[config.mk]
export PLATFORM = sky130hd
export DESIGN_NAME = microc_ctrl
export DESIGN_NICKNAME = d
export VERILOG_FILES = /design/src/rtl/microc_ctrl_pkg.sv /design/src/rtl/microc_ctrl_decode.sv /design/src/rtl/microc_ctrl.sv
export SDC_FILE = /design/constraint.sdc
export NUM_CORES = 1
export LEC_CHECK = 0
export BUFFER_PORTS_ARGS = -buffer_cell sky130_fd_sc_hd__buf_2
export CELL_PAD_IN_SITES_DETAIL_PLACEMENT = 1
export CELL_PAD_IN_SITES_GLOBAL_PLACEMENT = 1
export CORE_MARGIN = 2
export CORE_UTILIZATION = 34
export CTS_CLUSTER_SIZE = 24
export DETAILED_ROUTE_END_ITERATION = 8
export MAX_ROUTING_LAYER = met4
export PLACE_DENSITY = 0.74
export SKIP_CTS_REPAIR_TIMING = 1
export SLEW_MARGIN = 15
export SYNTH_ARGS = -nofsm -noshare
export SYNTH_HDL_FRONTEND = slang
export SYNTH_SLANG_ARGS = --single-unit
[constraint.sdc]
create_clock -name clk -period 4.3 [get_ports clk]
set_clock_uncertainty 0.1 [all_clocks]
set_input_delay 0.215 -clock clk [delete_from_list [all_inputs] [get_ports clk]]
set_output_delay 0.215 -clock clk [all_outputs]
set_load 0.03 [all_outputs]
[src/rtl/microc_ctrl_pkg.sv]
// Shared constants and the control-word type for the microc multicycle controller.
// State codes stay plain 2-bit localparams so older netlists can still match them.
package microc_ctrl_pkg;

   localparam logic [1:0] ST_FETCH = 2'b00;
   localparam logic [1:0] ST_EXEC  = 2'b01;
   localparam logic [1:0] ST_HALT  = 2'b10;

   // The top three opcode bits select ALU and LOADI; the other opcodes are full 6-bit matches.
   localparam logic [2:0] OP_ALU   = 3'b000;
   localparam logic [2:0] OP_LOADI = 3'b001;
   localparam logic [5:0] OP_J     = 6'b010000;
   localparam logic [5:0] OP_JZ    = 6'b010001;
   localparam logic [5:0] OP_JNZ   = 6'b010010;
   localparam logic [5:0] OP_NOP   = 6'b011111;

   typedef struct packed {
      logic       s_inc;
      logic       s_inm;
      logic       we;
      logic       wez;
      logic [2:0] aluop;
   } ctrl_t;

   // Datapath controls outside EXEC: no writes, PC+1.
   localparam ctrl_t CTRL_FETCH = '{s_inc: 1'b1, s_inm: 1'b0, we: 1'b0, wez: 1'b0, aluop: 3'b000};

endpackage

[src/rtl/microc_ctrl_decode.sv]
// Pure combinational opcode decoder: (ir, zero) -> datapath control word plus a legal flag.
module microc_ctrl_decode
   import microc_ctrl_pkg::*;
#(
   parameter logic [5:0] HALT_OP = 6'b111111
) (
   input  logic [5:0] ir,
   input  logic       zero,
   output ctrl_t      ctrl,
   output logic       legal
);

   always_comb begin
      ctrl  = CTRL_FETCH;
      legal = 1'b1;
      // HALT_OP keeps the FETCH control word; its pc_we suppression lives in the FSM.
      if (ir != HALT_OP) begin
         case (ir[5:3])
            OP_ALU: begin
               ctrl.we    = 1'b1;
               ctrl.wez   = 1'b1;
               ctrl.aluop = ir[2:0];
            end
            OP_LOADI: begin
               ctrl.we    = 1'b1;
               ctrl.s_inm = 1'b1;
            end
            default: begin
               case (ir)
                  OP_J:    ctrl.s_inc = 1'b0;
                  OP_JZ:   ctrl.s_inc = ~zero;
                  OP_JNZ:  ctrl.s_inc = zero;
                  OP_NOP:  ctrl.s_inc = 1'b1;
                  default: legal      = 1'b0;
               endcase
            end
         endcase
      end
   end

endmodule

[src/rtl/microc_ctrl.sv]
// Two-cycle FETCH/EXEC sequencer for the microc datapath with run/pause, halt,
// sticky illegal-opcode flag and a saturating retired-instruction counter.
module microc_ctrl
   import microc_ctrl_pkg::*;
#(
   parameter int         CNT_W   = 16,
   parameter logic [5:0] HALT_OP = 6'b111111
) (
   input  logic             clk,
   input  logic             reset,
   input  logic [5:0]       Opcode,
   input  logic             zero,
   input  logic             run,
   output logic             s_inc,
   output logic             s_inm,
   output logic             we,
   output logic             wez,
   output logic [2:0]       ALUOp,
   output logic             pc_we,
   output logic             halted,
   output logic             illegal,
   output logic [CNT_W-1:0] instr_count
);

   logic [1:0] state;
   logic [1:0] state_nxt;
   logic [5:0] ir_q;
   logic       exec;
   logic       legal;
   ctrl_t      dec_ctrl;
   ctrl_t      ctrl_out;

   microc_ctrl_decode #(.HALT_OP(HALT_OP)) u_decode (
      .ir    (ir_q),
      .zero  (zero),
      .ctrl  (dec_ctrl),
      .legal (legal)
   );

   assign exec = (state == ST_EXEC);

   // Handshake: run is a level sampled only in FETCH; once EXEC starts it always
   // completes, and pc_we pulses for exactly that EXEC cycle (never for HALT_OP).
   always_comb begin
      state_nxt = ST_FETCH;
      case (state)
         ST_FETCH: state_nxt = run ? ST_EXEC : ST_FETCH;
         ST_EXEC:  state_nxt = (ir_q == HALT_OP) ? ST_HALT : ST_FETCH;
         ST_HALT:  state_nxt = ST_HALT;
         default:  state_nxt = ST_FETCH;
      endcase
   end

   assign ctrl_out = exec ? dec_ctrl : CTRL_FETCH;
   assign s_inc    = ctrl_out.s_inc;
   assign s_inm    = ctrl_out.s_inm;
   assign we       = ctrl_out.we;
   assign wez      = ctrl_out.wez;
   assign ALUOp    = ctrl_out.aluop;
   assign pc_we    = exec && (ir_q != HALT_OP);
   assign halted   = (state == ST_HALT);

   always_ff @(posedge clk or posedge reset) begin
      if (reset) begin
         state       <= ST_FETCH;
         ir_q        <= OP_NOP;
         illegal     <= 1'b0;
         instr_count <= '0;
      end else begin
         state <= state_nxt;
         if (state == ST_FETCH)
            ir_q <= Opcode;
         if (exec && !legal)
            illegal <= 1'b1;
         if (exec && (instr_count != {CNT_W{1'b1}}))
            instr_count <= instr_count + CNT_W'(1);
      end
   end

endmodule
==> results.json, run 1 <==
{
  "status": "complete, no violations",
  "setup_slack_ns": 1.954,
  "post_syn_nets": 123,
  "cpMaxStageDelayCell": "sky130_fd_sc_hd__nor4_1",
  "finalNetCount": 162,
  "critPathTopFamily": "simple AND/OR/NAND/NOR gates",
  "wl_per_cell_um": 14.64,
  "area_of_the_mapped_netlist_um2": 1247,
  "cts.reportedPaths.clkPinSlew_ns": 0.08,
  "cts_made_buffers": 3,
  "report.final.slew_viol_count": 0,
  "maxCapViolCount": 0,
  "grt_pass1_vias": 1085,
  "cp.depth": 4,
  "chipWidth_um": 64.57,
  "antenna_left": 0,
  "timing.reg2reg.worst_path_depth": 5,
  "clock_sinks": 25,
  "final-seq-area_um2": 631.9,
  "syn-mean-instance-area_um2": 11.14,
  "whs_ns": 0.03920,
  "area_taken_by_multi_input_logic_gates_um2": 604.3,
  "timing.final.hold_violations": 0,
  "cp.buffers_inverters": 1,
  "ys_types": 31,
  "clock_insertion_delay_worst_skew_ns": 0.26,
  "gr_busiest_metal": "met2",
  "highest_count_cells_in_the_layout_ignoring_fill_and_taps": "35 x sky130_fd_sc_hd__buf_2, 20 x sky130_fd_sc_hd__dfrtp_1, 13 x sky130_fd_sc_hd__xor2_1",
  "global_route.usage.total_pct": 15.80,
  "gp_congestion": 0.7412,
  "cp_cell_sequence": "nand2b_1 -> nor4_1 -> and2_1 -> buf_2",
  "ys_warn_count": 0,
  "hpwl_um": 2265,
  "timing.critical_path.fanout_max": 15,
  "cts_htree_levels": 1,
  "clock_tree_from_tritoncts": "built",
  "rsz0062_at_grt": "no",
  "critical_path_arrival_ns": 2.03,
  "globalRouteMet3Util_pct": 1.736,
  "io_pins": 36,
  "antenna_diode_count": 0,
  "worstSetupEndpointType": "output port",
  "ys_seq_area_share_pct": 50.65,
  "floorplan.core_area_um2": 3606,
  "grt_start_max_net_pins": 26,
  "reg2reg_setup_slack_ns": 2.15,
  "cell_count_post_placement": 194,
  "pre_cts_slack_ns": 2.177,
  "area_growth_syn_to_layout_pct": 22.17,
  "floorplan.die_area_um2": 4169,
  "p_per_area_nw_per_um2": 432.6,
  "syn_inst": 112,
  "layout_worst_path_cycle_share_pct": 54.56,
  "synthAdderAreaFrac_pct": 1.003,
  "drt-initial-drc-count": 35,
  "vias_per_cell": 5.197,
  "xor_xnor_portion_of_the_synthesized_cell_area_pct": 9.127,
  "tightestPinTransition_ns": 0.9183,
  "worstSetupEndpoint": "ALUOp[1]",
  "max-clock-path-buffers": 2,
  "maxClockFrequency_mhz": 426.2,
  "postSynthRegisterBits": 25,
  "shortest_clock_period_the_worst_path_allows_after_layout_ns": 2.346,
  "critical_path.startpoint": "state[1]",
  "finalSetupTns_ns": 0,
  "dr_total_vias": 1029,
  "most_frequent_standard_cell_in_the_layout_excluding_fill_and_tap_cells": "sky130_fd_sc_hd__buf_2",
  "critical_path.startpoint_type": "register",
  "die_height_um": 64.57,
  "synth.mux.area_fraction_pct": 7.523,
  "grt_overflow": 0,
  "io_buffers": 35,
  "number_of_antenna_violations_at_the_first_check_in_global_routing": 0,
  "synth_compound_gate_area_share_pct": 3.109,
  "clock-root-buffer": "sky130_fd_sc_hd__clkbuf_8",
  "groute.layer.met2.usage_pct": 29.04,
  "initial_core_util_pct": 34.59,
  "post_synth_and_or_nand_nor_area_fraction_pct": 27.68,
  "holdCritPathClass": "primary input to async pin",
  "beginning_of_the_worst_register_to_register_path": "instr_count[0]",
  "synth_top_family_by_area": "simple AND/OR/NAND/NOR gates",
  "met1_track_utilization_from_global_routing_pct": 18.11,
  "post-route-drc-count": 0,
  "vdd_ir_drop_max_uv": 217.2,
  "rows": 22,
  "maxSlewHeadroom_pct": 38.71,
  "r2r-end": "instr_count[1]",
  "grt_pass1_wl_um": 5030,
  "drt-total-wl_um": 2899,
  "n_fill_cell": 422,
  "setup-violations-final": 0,
  "cpPeakStageDelay_ns": 0.55,
  "power.leakage_nw": 0.7722,
  "drive_gt1_share_pct": 36.67,
  "timing_worst_setup_path_type": "register to output port",
  "cp_data_required_time_ns": 3.98,
  "drt_pass1_iterations": 4,
  "finalNonFillerCells": 198
}
==> logic make-up after synthesis <==
group,count (synthesis)
xor gates and xnor gates,13
buffers and inverters,3
muxes,8
AOI/OAI and AO/OA,6
adders and majority gates,1
DFF,25
and+or+nand+nor,56
==> synthesized netlist by cell type <==
master	count	area, um2
sky130_fd_sc_hd__nor3_1	6	30.03
sky130_fd_sc_hd__nor4_1	7	43.79
sky130_fd_sc_hd__a21oi_1	3	15.01
sky130_fd_sc_hd__ha_1	1	12.51
sky130_fd_sc_hd__nand2b_1	1	6.260
sky130_fd_sc_hd__nand2_1	8	30.03
sky130_fd_sc_hd__dfrtp_1	20	500.5
sky130_fd_sc_hd__and3_2	1	7.510
sky130_fd_sc_hd__and2_1	5	31.28
sky130_fd_sc_hd__nor3b_1	1	7.510
sky130_fd_sc_hd__nand4_1	3	18.77
sky130_fd_sc_hd__xor2_1	13	113.9
sky130_fd_sc_hd__nand3b_1	1	7.510
sky130_fd_sc_hd__nand3_1	8	40.04
sky130_fd_sc_hd__or2_1	1	6.260
sky130_fd_sc_hd__mux2_1	1	11.26
sky130_fd_sc_hd__clkbuf_1	1	3.750
sky130_fd_sc_hd__inv_1	2	7.510
sky130_fd_sc_hd__mux2_2	6	67.56
sky130_fd_sc_hd__nor2_1	5	18.77
sky130_fd_sc_hd__nor4b_1	2	17.52
sky130_fd_sc_hd__nor2b_1	3	18.77
sky130_fd_sc_hd__mux2_4	1	15.01
sky130_fd_sc_hd__nor4_4	1	21.27
sky130_fd_sc_hd__nor2_2	1	6.260
sky130_fd_sc_hd__a2111oi_0	1	8.760
sky130_fd_sc_hd__nand4_2	1	12.51
sky130_fd_sc_hd__o31ai_1	1	7.510
sky130_fd_sc_hd__o21bai_1	1	7.510
sky130_fd_sc_hd__dfstp_2	5	131.4
sky130_fd_sc_hd__nand4_4	1	21.27
==> layer usage <==
layer	wire [um]	vias up	part of all wire, %
met3	131	5	4.5
li1	-	474	-
met4	34	0	1.2
met2	1481	35	51
met5	0	-	0
met1	1251	515	43
==> through the flow <==
step | power (mW) | cell area [um2] | utilization (%)
after global placement | 0.5184 | 1479 | 41.01
after global routing | 0.6969 | 1524 | 42.26
after floorplan | 0.4645 | 1247 | -
after detailed placement | 0.5293 | 1479 | 41.01
after CTS | 0.6686 | 1524 | 42.26
final | 0.6593 | 1524 | 42.26
==> worst min path at each step <==
stage	from	end
finish	reset	ir_q[5]
detailed placement	run	state[0]
global route	run	state[0]
floorplan	reset	illegal
global placement	run	state[0]
CTS	reset	illegal
==> sequential cells by signal, summed over array words and instances (netlist names) <==
| name | count |
|---|---|
| illegal | 1 |
| state | 2 |
| instr_count | 16 |
| ir_q | 6 |
==> power by group <==
group / internal (mW) / switching [mW] / leakage [nW]
logic: 0.0686 / 0.117 / 0.437
clock network: 0.0662 / 0.0704 / 0.0228
registers: 0.274 / 0.0633 / 0.313
total: 0.409 / 0.250 / 0.772
==> area by class of cell <==
type | instances | share of cell area, %
Timing Repair Buffer | 35 | 11.49
Sequential cell | 25 | 41.46
Clock buffer | 4 | 2.956
Tap cell | 48 | 3.941
Multi-Input combinational cell | 84 | 39.66
Inverter | 2 | 0.4926
Note: power is estimated with default switching activity, not from simulation.
==> inputs of run 2 (changes only) <==
--- a/config.mk
+++ b/config.mk
@@ -13,7 +13,7 @@
 export CTS_CLUSTER_SIZE = 24
 export DETAILED_ROUTE_END_ITERATION = 8
 export MAX_ROUTING_LAYER = met4
-export PLACE_DENSITY = 0.74
+export PLACE_DENSITY = 0.76
 export SKIP_CTS_REPAIR_TIMING = 1
 export SLEW_MARGIN = 15
 export SYNTH_ARGS = -nofsm -noshare
==> constraint.sdc (replaced) <==
create_clock -name clk -period 2.1 [get_ports clk]
set_clock_uncertainty 0.1 [all_clocks]
set_input_delay 0.105 -clock clk [delete_from_list [all_inputs] [get_ports clk]]
set_output_delay 0.105 -clock clk [all_outputs]
set_load 0.03 [all_outputs]
==> results.json, run 2 (synthesized netlist as in run 1, its figures left out) <==
{
  "status": "complete, no violations",
  "timing.reg2reg.worst_path_depth": 6,
  "setup_slack_ns": 0.1121,
  "drt-initial-drc-count": 32,
  "floorplan.core_area_um2": 3606,
  "max-clock-path-buffers": 2,
  "grt_start_max_net_pins": 26,
  "antenna_diode_count": 0,
  "r2r-end": "instr_count[1]",
  "pre_cts_slack_ns": 0.1313,
  "worstSetupEndpointType": "register",
  "critical_path.startpoint_type": "register",
  "initial_core_util_pct": 34.59,
  "floorplan.die_area_um2": 4169,
  "setup-violations-final": 0,
  "drt-total-wl_um": 2883,
  "critical_path.startpoint": "instr_count[1]",
  "cts_made_buffers": 3,
  "cp_data_required_time_ns": 2.16,
  "critical_path_arrival_ns": 2.04,
  "global_route.usage.total_pct": 15.76,
  "io_pins": 36,
  "layout_worst_path_cycle_share_pct": 94.66,
  "reg2reg_setup_slack_ns": 0.11,
  "wl_per_cell_um": 13.79,
  "area_growth_syn_to_layout_pct": 31.29,
  "holdCritPathClass": "primary input to async pin",
  "maxSlewHeadroom_pct": 61.85,
  "finalNetCount": 173,
  "grt_overflow": 0,
  "timing_worst_setup_path_type": "register to register",
  "vdd_ir_drop_max_uv": 495.4,
  "grt_pass1_wl_um": 4995,
  "maxClockFrequency_mhz": 503.1,
  "timing.final.hold_violations": 0,
  "cts_htree_levels": 1,
  "tightestPinTransition_ns": 0.5701,
  "reg_top3": "instr_count (16), ir_q (6), state (2)",
  "met1_length_um": 1229,
  "drt_pass1_iterations": 3,
  "regMostFlops": "instr_count",
  "hpwl_um": 2151,
  "grt_pass1_vias": 1075,
  "finalSetupTns_ns": 0,
  "highest_count_cells_in_the_layout_ignoring_fill_and_taps": "35 x sky130_fd_sc_hd__buf_2, 20 x sky130_fd_sc_hd__dfrtp_1, 13 x sky130_fd_sc_hd__xor2_1",
  "chipWidth_um": 64.57,
  "power.leakage_nw": 0.8219,
  "clock-root-buffer": "sky130_fd_sc_hd__clkbuf_8",
  "clock_tree_from_tritoncts": "built",
  "n_fill_cell": 424,
  "shortest_clock_period_the_worst_path_allows_after_layout_ns": 1.988,
  "report.final.slew_viol_count": 0,
  "die_height_um": 64.57,
  "highest_layer": "met4",
  "power_mw": 1.371,
  "largest_reg_flops": 16,
  "clock_sinks": 25,
  "dr_total_vias": 1029,
  "maxCapViolCount": 0,
  "beginning_of_the_worst_register_to_register_path": "instr_count[1]",
  "io_buffers": 35,
  "post-route-drc-count": 0,
  "drive_gt1_share_pct": 37.27,
  "timing.critical_path.fanout_max": 9,
  "wl_met2_um": 1476,
  "number_of_antenna_violations_at_the_first_check_in_global_routing": 0,
  "antenna_left": 0,
  "worstSetupEndpoint": "instr_count[1]",
  "gp_congestion": 0.7752,
  "cts.reportedPaths.clkPinSlew_ns": 0.08,
  "clock_insertion_delay_worst_skew_ns": 0.27,
  "most_frequent_standard_cell_in_the_layout_excluding_fill_and_tap_cells": "sky130_fd_sc_hd__buf_2",
  "p_per_area_nw_per_um2": 837.1,
  "rows": 22,
  "vias_per_cell": 4.923,
  "wire_length_on_met3_um": 126
}
## run 2: worst min path at each step
stage	start	end	slack [ns]
2_1_floorplan	reset	illegal	0.03
3_3_place_gp	reset	ir_q[5]	0.07
3_5_place_dp	reset	instr_count[4]	0.08
4_1_cts	reset	instr_count[12]	-0.22
5_1_grt	reset	instr_count[12]	0.36
6_report	reset	instr_count[12]	0.33
## run 2: power breakdown
part           switching, mW  internal, mW
Clock                  0.147         0.136
Combinational          0.240         0.154
Sequential             0.132         0.562
## run 2: area by class of cell
class	instances	area (um2)	area share (%)
Tap cell	48	60.06	3.667
Inverter	2	7.507	0.4584
Sequential cell	25	631.9	38.58
Clock buffer	4	45.04	2.750
Multi-Input combinational cell	84	615.6	37.59
Timing Repair Buffer	46	277.8	16.96
## run 2: critical path, stage by stage (launching register included)
cell and delay (ns):
sky130_fd_sc_hd__dfrtp_1 0.46, sky130_fd_sc_hd__ha_1 0.26, sky130_fd_sc_hd__nand4_4 0.19, sky130_fd_sc_hd__nor4_4 0.31
sky130_fd_sc_hd__buf_4 0.20, sky130_fd_sc_hd__nor2_2 0.06, sky130_fd_sc_hd__mux2_4 0.30
## run 2: metrics by stage
step / hold WS (ns) / area (um2) / std cells / utilization [%]
after detailed placement: 0.07803 / 1505 / 196 / 41.74
after floorplan: 0.02861 / 1259 / 112 / -
after global placement: 0.06605 / 1505 / 196 / 41.74
after CTS: -0.2214 / 1550 / 200 / 42.99
after global routing: 0.3569 / 1638 / 209 / 45.42
final: 0.3301 / 1638 / 209 / 45.42
## run 2: layer usage
metal | track usage (%) | vias up
met5 | - | -
met4 | 6.383 | 0
met3 | 2.257 | 5
met2 | 27.21 | 29
met1 | 18.52 | 497
li1 | - | 498
